**src/rtl/ysyx_22041211_lsu.sv**
```systemverilog
// ysyx_22041211_lsu: load/store unit with an IDLE -> REQ -> DONE handshake to a word-wide memory port.
// Optional macro YSYX_22041211_LSU_MISALIGN_EN traps misaligned halfword/word accesses with err.
module ysyx_22041211_lsu #(
    parameter int DATA_LEN = 32
) (
    input  logic                clk,
    input  logic                rst,
    input  logic                in_valid,
    output logic                in_ready,
    input  logic [DATA_LEN-1:0] addr,
    input  logic [DATA_LEN-1:0] wdata,
    input  logic [3:0]          lsu_op,
    output logic                mem_req,
    output logic                mem_we,
    output logic [DATA_LEN-1:0] mem_addr,
    output logic [DATA_LEN-1:0] mem_wdata,
    output logic [3:0]          mem_wmask,
    input  logic                mem_ack,
    input  logic [DATA_LEN-1:0] mem_rdata,
    output logic                out_valid,
    output logic [DATA_LEN-1:0] rdata,
    output logic                err
);
    localparam logic [1:0] IDLE = 2'd0;
    localparam logic [1:0] REQ  = 2'd1;
    localparam logic [1:0] DONE = 2'd2;

    logic [1:0]          state_q, state_d;
    logic [DATA_LEN-1:0] addr_q, addr_d, wdata_q, wdata_d, rdata_q, rdata_d;
    logic [3:0]          op_q, op_d;
    logic                err_q, err_d;
    logic                legal, misalign;
    logic [7:0]          ld_byte;
    logic [15:0]         ld_half;
    logic [DATA_LEN-1:0] ld_data;

    // Classify the op being offered: legal encodings and (optionally) alignment faults.
    always_comb begin
        legal = lsu_op[3] ? (lsu_op[2:0] < 3'd3) : (lsu_op[1:0] != 2'b11 && lsu_op[2:0] != 3'b110);
`ifdef YSYX_22041211_LSU_MISALIGN_EN
        misalign = (lsu_op[1:0] == 2'b01 && addr[0]) || (lsu_op[1:0] == 2'b10 && addr[1:0] != 2'b00);
`else
        misalign = 1'b0;
`endif
    end

    // Lane placement for stores and lane selection plus extension for loads, from the held op.
    always_comb begin
        mem_wmask = !op_q[3] ? 4'b0000 :
                    op_q[1]  ? 4'b1111 :
                    op_q[0]  ? (addr_q[1] ? 4'b1100 : 4'b0011) :
                               4'b0001 << addr_q[1:0];
        mem_wdata = op_q[1] ? wdata_q : op_q[0] ? {2{wdata_q[15:0]}} : {4{wdata_q[7:0]}};
        ld_byte   = mem_rdata[{addr_q[1:0], 3'b000} +: 8];
        ld_half   = addr_q[1] ? mem_rdata[31:16] : mem_rdata[15:0];
        ld_data   = op_q[1] ? mem_rdata :
                    op_q[0] ? {{16{~op_q[2] & ld_half[15]}}, ld_half} :
                              {{24{~op_q[2] & ld_byte[7]}}, ld_byte};
    end

    // Next-state: accept in IDLE, wait for the ack in REQ, pulse completion in DONE.
    always_comb begin
        state_d = state_q;
        addr_d  = addr_q;
        wdata_d = wdata_q;
        op_d    = op_q;
        err_d   = err_q;
        rdata_d = rdata_q;
        if (state_q == IDLE && in_valid) begin
            addr_d  = addr;
            wdata_d = wdata;
            op_d    = lsu_op;
            err_d   = !legal || misalign;
            rdata_d = '0;
            state_d = (legal && !misalign) ? REQ : DONE;
        end else if (state_q == REQ && mem_ack) begin
            rdata_d = op_q[3] ? '0 : ld_data;
            state_d = DONE;
        end else if (state_q == DONE) begin
            err_d   = 1'b0;
            rdata_d = '0;
            state_d = IDLE;
        end
    end

    // State and operand registers; reset wins over any ack seen in the same cycle.
    always_ff @(posedge clk) begin
        if (rst) begin
            state_q <= IDLE;
            addr_q  <= '0;
            wdata_q <= '0;
            op_q    <= '0;
            err_q   <= 1'b0;
            rdata_q <= '0;
        end else begin
            state_q <= state_d;
            addr_q  <= addr_d;
            wdata_q <= wdata_d;
            op_q    <= op_d;
            err_q   <= err_d;
            rdata_q <= rdata_d;
        end
    end

    assign in_ready  = state_q == IDLE;
    assign mem_req   = state_q == REQ;
    assign mem_we    = mem_req & op_q[3];
    assign mem_addr  = {addr_q[DATA_LEN-1:2], 2'b00};
    assign out_valid = state_q == DONE;
    assign err       = err_q;
    assign rdata     = rdata_q;
endmodule

```
**config.mk**
```make
export PLATFORM = sky130hd
export DESIGN_NAME = ysyx_22041211_lsu
export DESIGN_NICKNAME = d
export VERILOG_FILES = /design/src/rtl/ysyx_22041211_lsu.sv
export SDC_FILE = /design/constraint.sdc
export NUM_CORES = 1
export LEC_CHECK = 0
export CELL_PAD_IN_SITES_DETAIL_PLACEMENT = 1
export CELL_PAD_IN_SITES_GLOBAL_PLACEMENT = 2
export CORE_UTILIZATION = 25
export DETAILED_ROUTE_END_ITERATION = 10
export GPL_ROUTABILITY_DRIVEN = 0
export MAX_ROUTING_LAYER = met4
export PLACE_DENSITY = 0.95
export SLEW_MARGIN = 20
export SYNTH_ARGS = -nofsm -noshare
export SYNTH_HDL_FRONTEND = slang
export SYNTH_SLANG_ARGS = --single-unit
```
**constraint.sdc**
```tcl
create_clock -name clk -period 3.4 [get_ports clk]
set_clock_uncertainty 0.05 [all_clocks]
set_input_delay 0.68 -clock clk [delete_from_list [all_inputs] [get_ports clk]]
set_output_delay 0.68 -clock clk [all_outputs]
set_load 0.01 [all_outputs]
```
Yosys cells after proc, flatten, opt, wreduce, memory -nomap -nowiden
Cells that the tools add are included.
{"block": "classes", "order_cmp": 1, "eq_ne": 5, "n_shift": 2, "mux": 20, "bitwise_logic": 4, "reduce_logical": 10}
{"operator": "32-bit two-way mux", "n": 7}
{"operator": "32-bit by 6-bit variable part select with 8-bit output", "n": 1}
{"operator": "16-bit two-way mux", "n": 1}
{"operator": "4-bit two-way mux", "n": 4}
{"operator": "2-bit two-way mux", "n": 4}
{"operator": "1-bit two-way mux", "n": 4}
{"operator": "2-bit inequality test (second input constant)", "n": 2}
{"operator": "2-bit nonzero test", "n": 2}
{"operator": "1-bit by 2-bit << shifter with 4-bit output (first input constant)", "n": 1}
{"operator": "1-bit AND", "n": 3}
{"operator": "1-bit logical AND", "n": 3}
{"operator": "3-bit by 2-bit less-than comparator with 1-bit output (second input constant)", "n": 1}
{"operator": "3-bit inequality test (second input constant)", "n": 1}
{"operator": "3-bit nonzero test", "n": 1}
{"operator": "2-bit by 1-bit == test with 1-bit output (second input constant)", "n": 1}
{"operator": "2-bit == test (second input constant)", "n": 1}
{"operator": "2-bit zero test", "n": 1}
{"operator": "2-bit AND reduction", "n": 1}
{"operator": "2-bit OR reduction", "n": 1}
{"operator": "1-bit zero test", "n": 1}
{"operator": "1-bit inverter", "n": 1}
{"block": "totals", "reg_bits": 103, "inputBits": 104, "out_inout_bits": 105, "word_cells": 48}

Logic depth before layout (Yosys ltp)
{"block": "logic_depth", "ltp_word": 6, "ltp_mapped": 7, "mapped_depth_nobuf": 4}

Worst setup path before layout
OpenSTA, ideal clock, no wires.
{"block": "synth_path", "path_kind": "register -> output", "from": "register op_q[1]", "to": "output port mem_wmask[1]", "t_arrival_ns": 1.281, "slack_ns": 1.389, "stages_incl_launch_ff": 5, "path_cell_list": "dfxtp_1 > buf_2 > buf_1 > clkbuf_1 > o21a_1"}
{"block": "synth_via", "elab_chain_len": 2}
{"element": "start: declaration", "line": "30", "source": "logic [3:0] op_q, op_d;"}
{"element": "start signal: assignment", "line": "99", "source": "op_q <= op_d;"}
{"element": "4-bit two-way mux", "line": "50", "source": "op_q[1] ? 4'b1111 :"}
{"element": "4-bit two-way mux", "line": "49", "source": "mem_wmask = !op_q[3] ? 4'b0000 :"}
{"element": "end: declaration", "line": "17", "source": "output logic [3:0] mem_wmask,"}
No other way between the ends.

Final worst setup path
{"block": "layout_path", "from": "register op_q[1]", "to": "output port mem_wdata[9]"}
{"block": "layout_via", "elab_chain_len": 1}
{"element": "32-bit two-way mux", "line": "53", "source": "mem_wdata = op_q[1] ? wdata_q : op_q[0] ? {2{wdata_q[15:0]}} : {4{wdata_q[7:0]}};"}
{"element": "end: declaration", "line": "16", "source": "output logic [DATA_LEN-1:0] mem_wdata,"}
No other way between the ends.

==> results.md <==
* Status: finished clean
* Initial antenna violation count at 1
* Final slew viol count at 0
* Critical-path maximum fanout at 19
* Io pins at between 200 and 250
* Initial Utilization at 0.259
* Post-synthesis cell area at roughly 4700 sq um
* Routed WL per cell at between 15 and 20 microns
* Fin nets at around 800
* Layout cells sized above 1 at 0.0794
* Peak supply drop at around 220 uV
* Post-Layout Cell Count at between 900 and 1000
* Die area at a little under 20000 sq um
* Max incr delay on CP at around 0.5 ns
* Ys Warns at 0
* CP Launch Point: op_q[1]$_SDFFE_PP0P_
* First-pass GRT wire length at ~25000 microns
* GRT Util Overall at 0.170
* Avg Inst Size Synth at approximately 8.4 sq um
* Sink Count at around 100
* Residual DRC at 0
* Period utilization at 0.863
* Slew margin rel. at 0.436
* Nature of the critical path endpoint: output port
* Power Density at ~440 nW/um^2
* CP Class: reg2out
* Maximum clock path buffer count at 2
* GRT overflow at 0
* Antenna-violating nets left at 0
* HP Start: rdata[2]$_SDFFE_PP0P_
* Crit path DAT at 2.20 ns
* Max-cap violations at 0
* Pin count of the biggest net entering global routing at 72
* Setup-failing EPs final at 0
* Drt first-iter violations at between 150 and 200
* Vias/cell at about 4.7
* Htree depth at 3
* HPWL Detailed at approximately 12000 microns
* Final worst path period need at ~2.9 ns
* Cells after Synth at around 570
* CP cell instances: nor2_2 -> mux2_2 -> clkdlybuf4s50_1
* Type of the tightest min-delay check: reg2reg
* CTS Hold Bufs at 0
* Row count at between 40 and 50
* Sequential cell area at 2060 sq um
* Commonest non-fill, non-tap cell in the layout: clkdlybuf4s50_1
* Hold Violations, Final at 0
* Worst reg2reg startpoint: addr_q[1]$_SDFFE_PP0P_
* Top delay family on crit path: simple AND/OR/NAND/NOR gates
* Post-CTS Setup Bufs at 0
* DP Cell Count at 931
* Resize count post-CTS at 0
* Inserted Clock Buffers at 9
* Clock root cell: clkbuf_16
* TritonCTS clock tree: done
* Vias at 4474
* Area grow syn2layout at 48.4%
* Setup TNS at 0 ns
* Register area share after synthesis at 0.437
* Max frequency at about 340 MHz
* Leakage at 0.00253 uW
* Die Ht at between 100 and 150 microns
* Routed wire length at ~16000 microns
* Vias in the first global route at between 4000 and 5000
* RSZ-0062 raised after global routing: no
* Buf/Inv on CP at 1
* Fillcell total at between 2000 and 2500
* CP required at 2.67 ns
* Area occupied by multi-input gates at 2170 sq um
* Crit path max-delay cell type: nor2_2
* Slew @ Worst Pin at 0.842 ns
* First drt pass iteration count at 5
* Synth cell types at between 40 and 50
* Core footprint at between 15000 and 20000 sq um
* #FFs+latches synth at a little over 100
* Die width at about 140 microns
* IO buf count at between 200 and 250
* Reg clk slew, reported paths at 0.08 ns
* Most frequent cells in the layout: clkdlybuf4s50_1 (205), nand2_1 (154), dfxtp_1 (102), a21oi_1 (87), mux2_2 (18)
* Clk Latency, worst-skew pair at roughly 0.34 ns
* CP Launch Type: register
## worst paths after layout
kind | to | slack (ns) | cells after the start
max | mem_wdata[9] | 0.47 | 3
min | rdata[2]$_SDFFE_PP0P_ | 0.40 | 2
max reg2reg | rdata[12]$_SDFFE_PP0P_ | 1.18 | 4
min reg2reg | rdata[2]$_SDFFE_PP0P_ | 0.40 | 2
## cell type report
cell class	count	share of cell area
tap	229	0.0409
multi-input combinational	379	0.310
clock buffer	9	0.0321
timing repair buffer	216	0.306
clock inverter	7	0.0146
inverter	4	0.00214
antenna	1	0.000357
sequential	103	0.294
## state kept, by name, indices dropped and copies added, names as in the netlist
name and count:
op_q 4, err 1, addr_q 32, rdata 32, wdata_q 32, state_q 2
## synthesized netlist by cell type
master / n / area share
clkbuf_1: 21 / 0.017
a221oi_1: 1 / 0.0019
inv_1: 4 / 0.0032
nand2_1: 155 / 0.12
or3_1: 8 / 0.011
nand3_1: 1 / 0.0011
o21a_1: 2 / 0.0032
nor4b_4: 1 / 0.0050
conb_1: 1 / 0.00079
a22o_1: 1 / 0.0019
nand3b_1: 1 / 0.0016
nor3_2: 1 / 0.0021
nor2b_1: 4 / 0.0053
buf_6: 3 / 0.0072
nand4bb_4: 1 / 0.0058
nor3b_2: 1 / 0.0026
or2_2: 1 / 0.0013
a211o_1: 6 / 0.011
and3b_1: 7 / 0.013
buf_1: 4 / 0.0032
and2_1: 1 / 0.0013
nor2_2: 1 / 0.0013
a221o_1: 16 / 0.034
mux2i_1: 11 / 0.023
or4b_4: 1 / 0.0029
nor3_1: 1 / 0.0011
a21oi_1: 87 / 0.092
buf_2: 12 / 0.013
o21ai_1: 16 / 0.017
a31oi_1: 1 / 0.0013
a21o_1: 2 / 0.0032
nor4b_2: 1 / 0.0032
buf_4: 40 / 0.064
mux2_2: 18 / 0.043
a222oi_1: 7 / 0.015
o21ai_0: 13 / 0.014
nor2_4: 1 / 0.0024
nor2_1: 6 / 0.0048
nand2b_1: 2 / 0.0026
nor4_4: 1 / 0.0045
dfxtp_1: 103 / 0.44
## worst min-delay path: cells and delay by family, from the launching register on
kind	cells	cell delay, ns
AOI/OAI and AO/OA	1	0.05
DFF	1	0.32
and+or+nand+nor	1	0.05
## per-stage QoR
step           total power (uW)  utilization  area, sq um  setup slack [ns]  hold slack [ns]
2_1_floorplan              1660            -         4730              1.39            0.383
3_3_place_gp               1970        0.367         6680             0.689            0.389
3_5_place_dp               1980        0.367         6680             0.643            0.392
4_1_cts                    3150        0.385         7010             0.384            0.402
5_1_grt                    3250        0.385         7010             0.270            0.424
6_report                   3100        0.385         7010             0.465            0.398
## report_power, final
group	total [uW]	switching (uW)	leakage, uW	internal, uW
Clock	1160	500	0.000157	656
Combinational	610	283	0.00153	328
Sequential	1330	57.8	0.000842	1270
Total	3100	841	0.00253	2260
## layer usage
layer / wire [microns] / vias to the layer above / GRT usage
met5: 0 / - / -
met4: 141 / 0 / 0.0474
met3: 1410 / 11 / 0.0533
met2: 7440 / 167 / 0.276
met1: 6930 / 2092 / 0.202
li1: - / 2204 / -
## kinds of logic after synthesis
logic type	Yosys count	synth area share
buf+inv	84	0.106
simple gates	196	0.196
mux	29	0.0662
flops	103	0.437
compound gates	152	0.194
other cells	1	0.000794
Note: power is estimated with default switching activity, not from simulation.
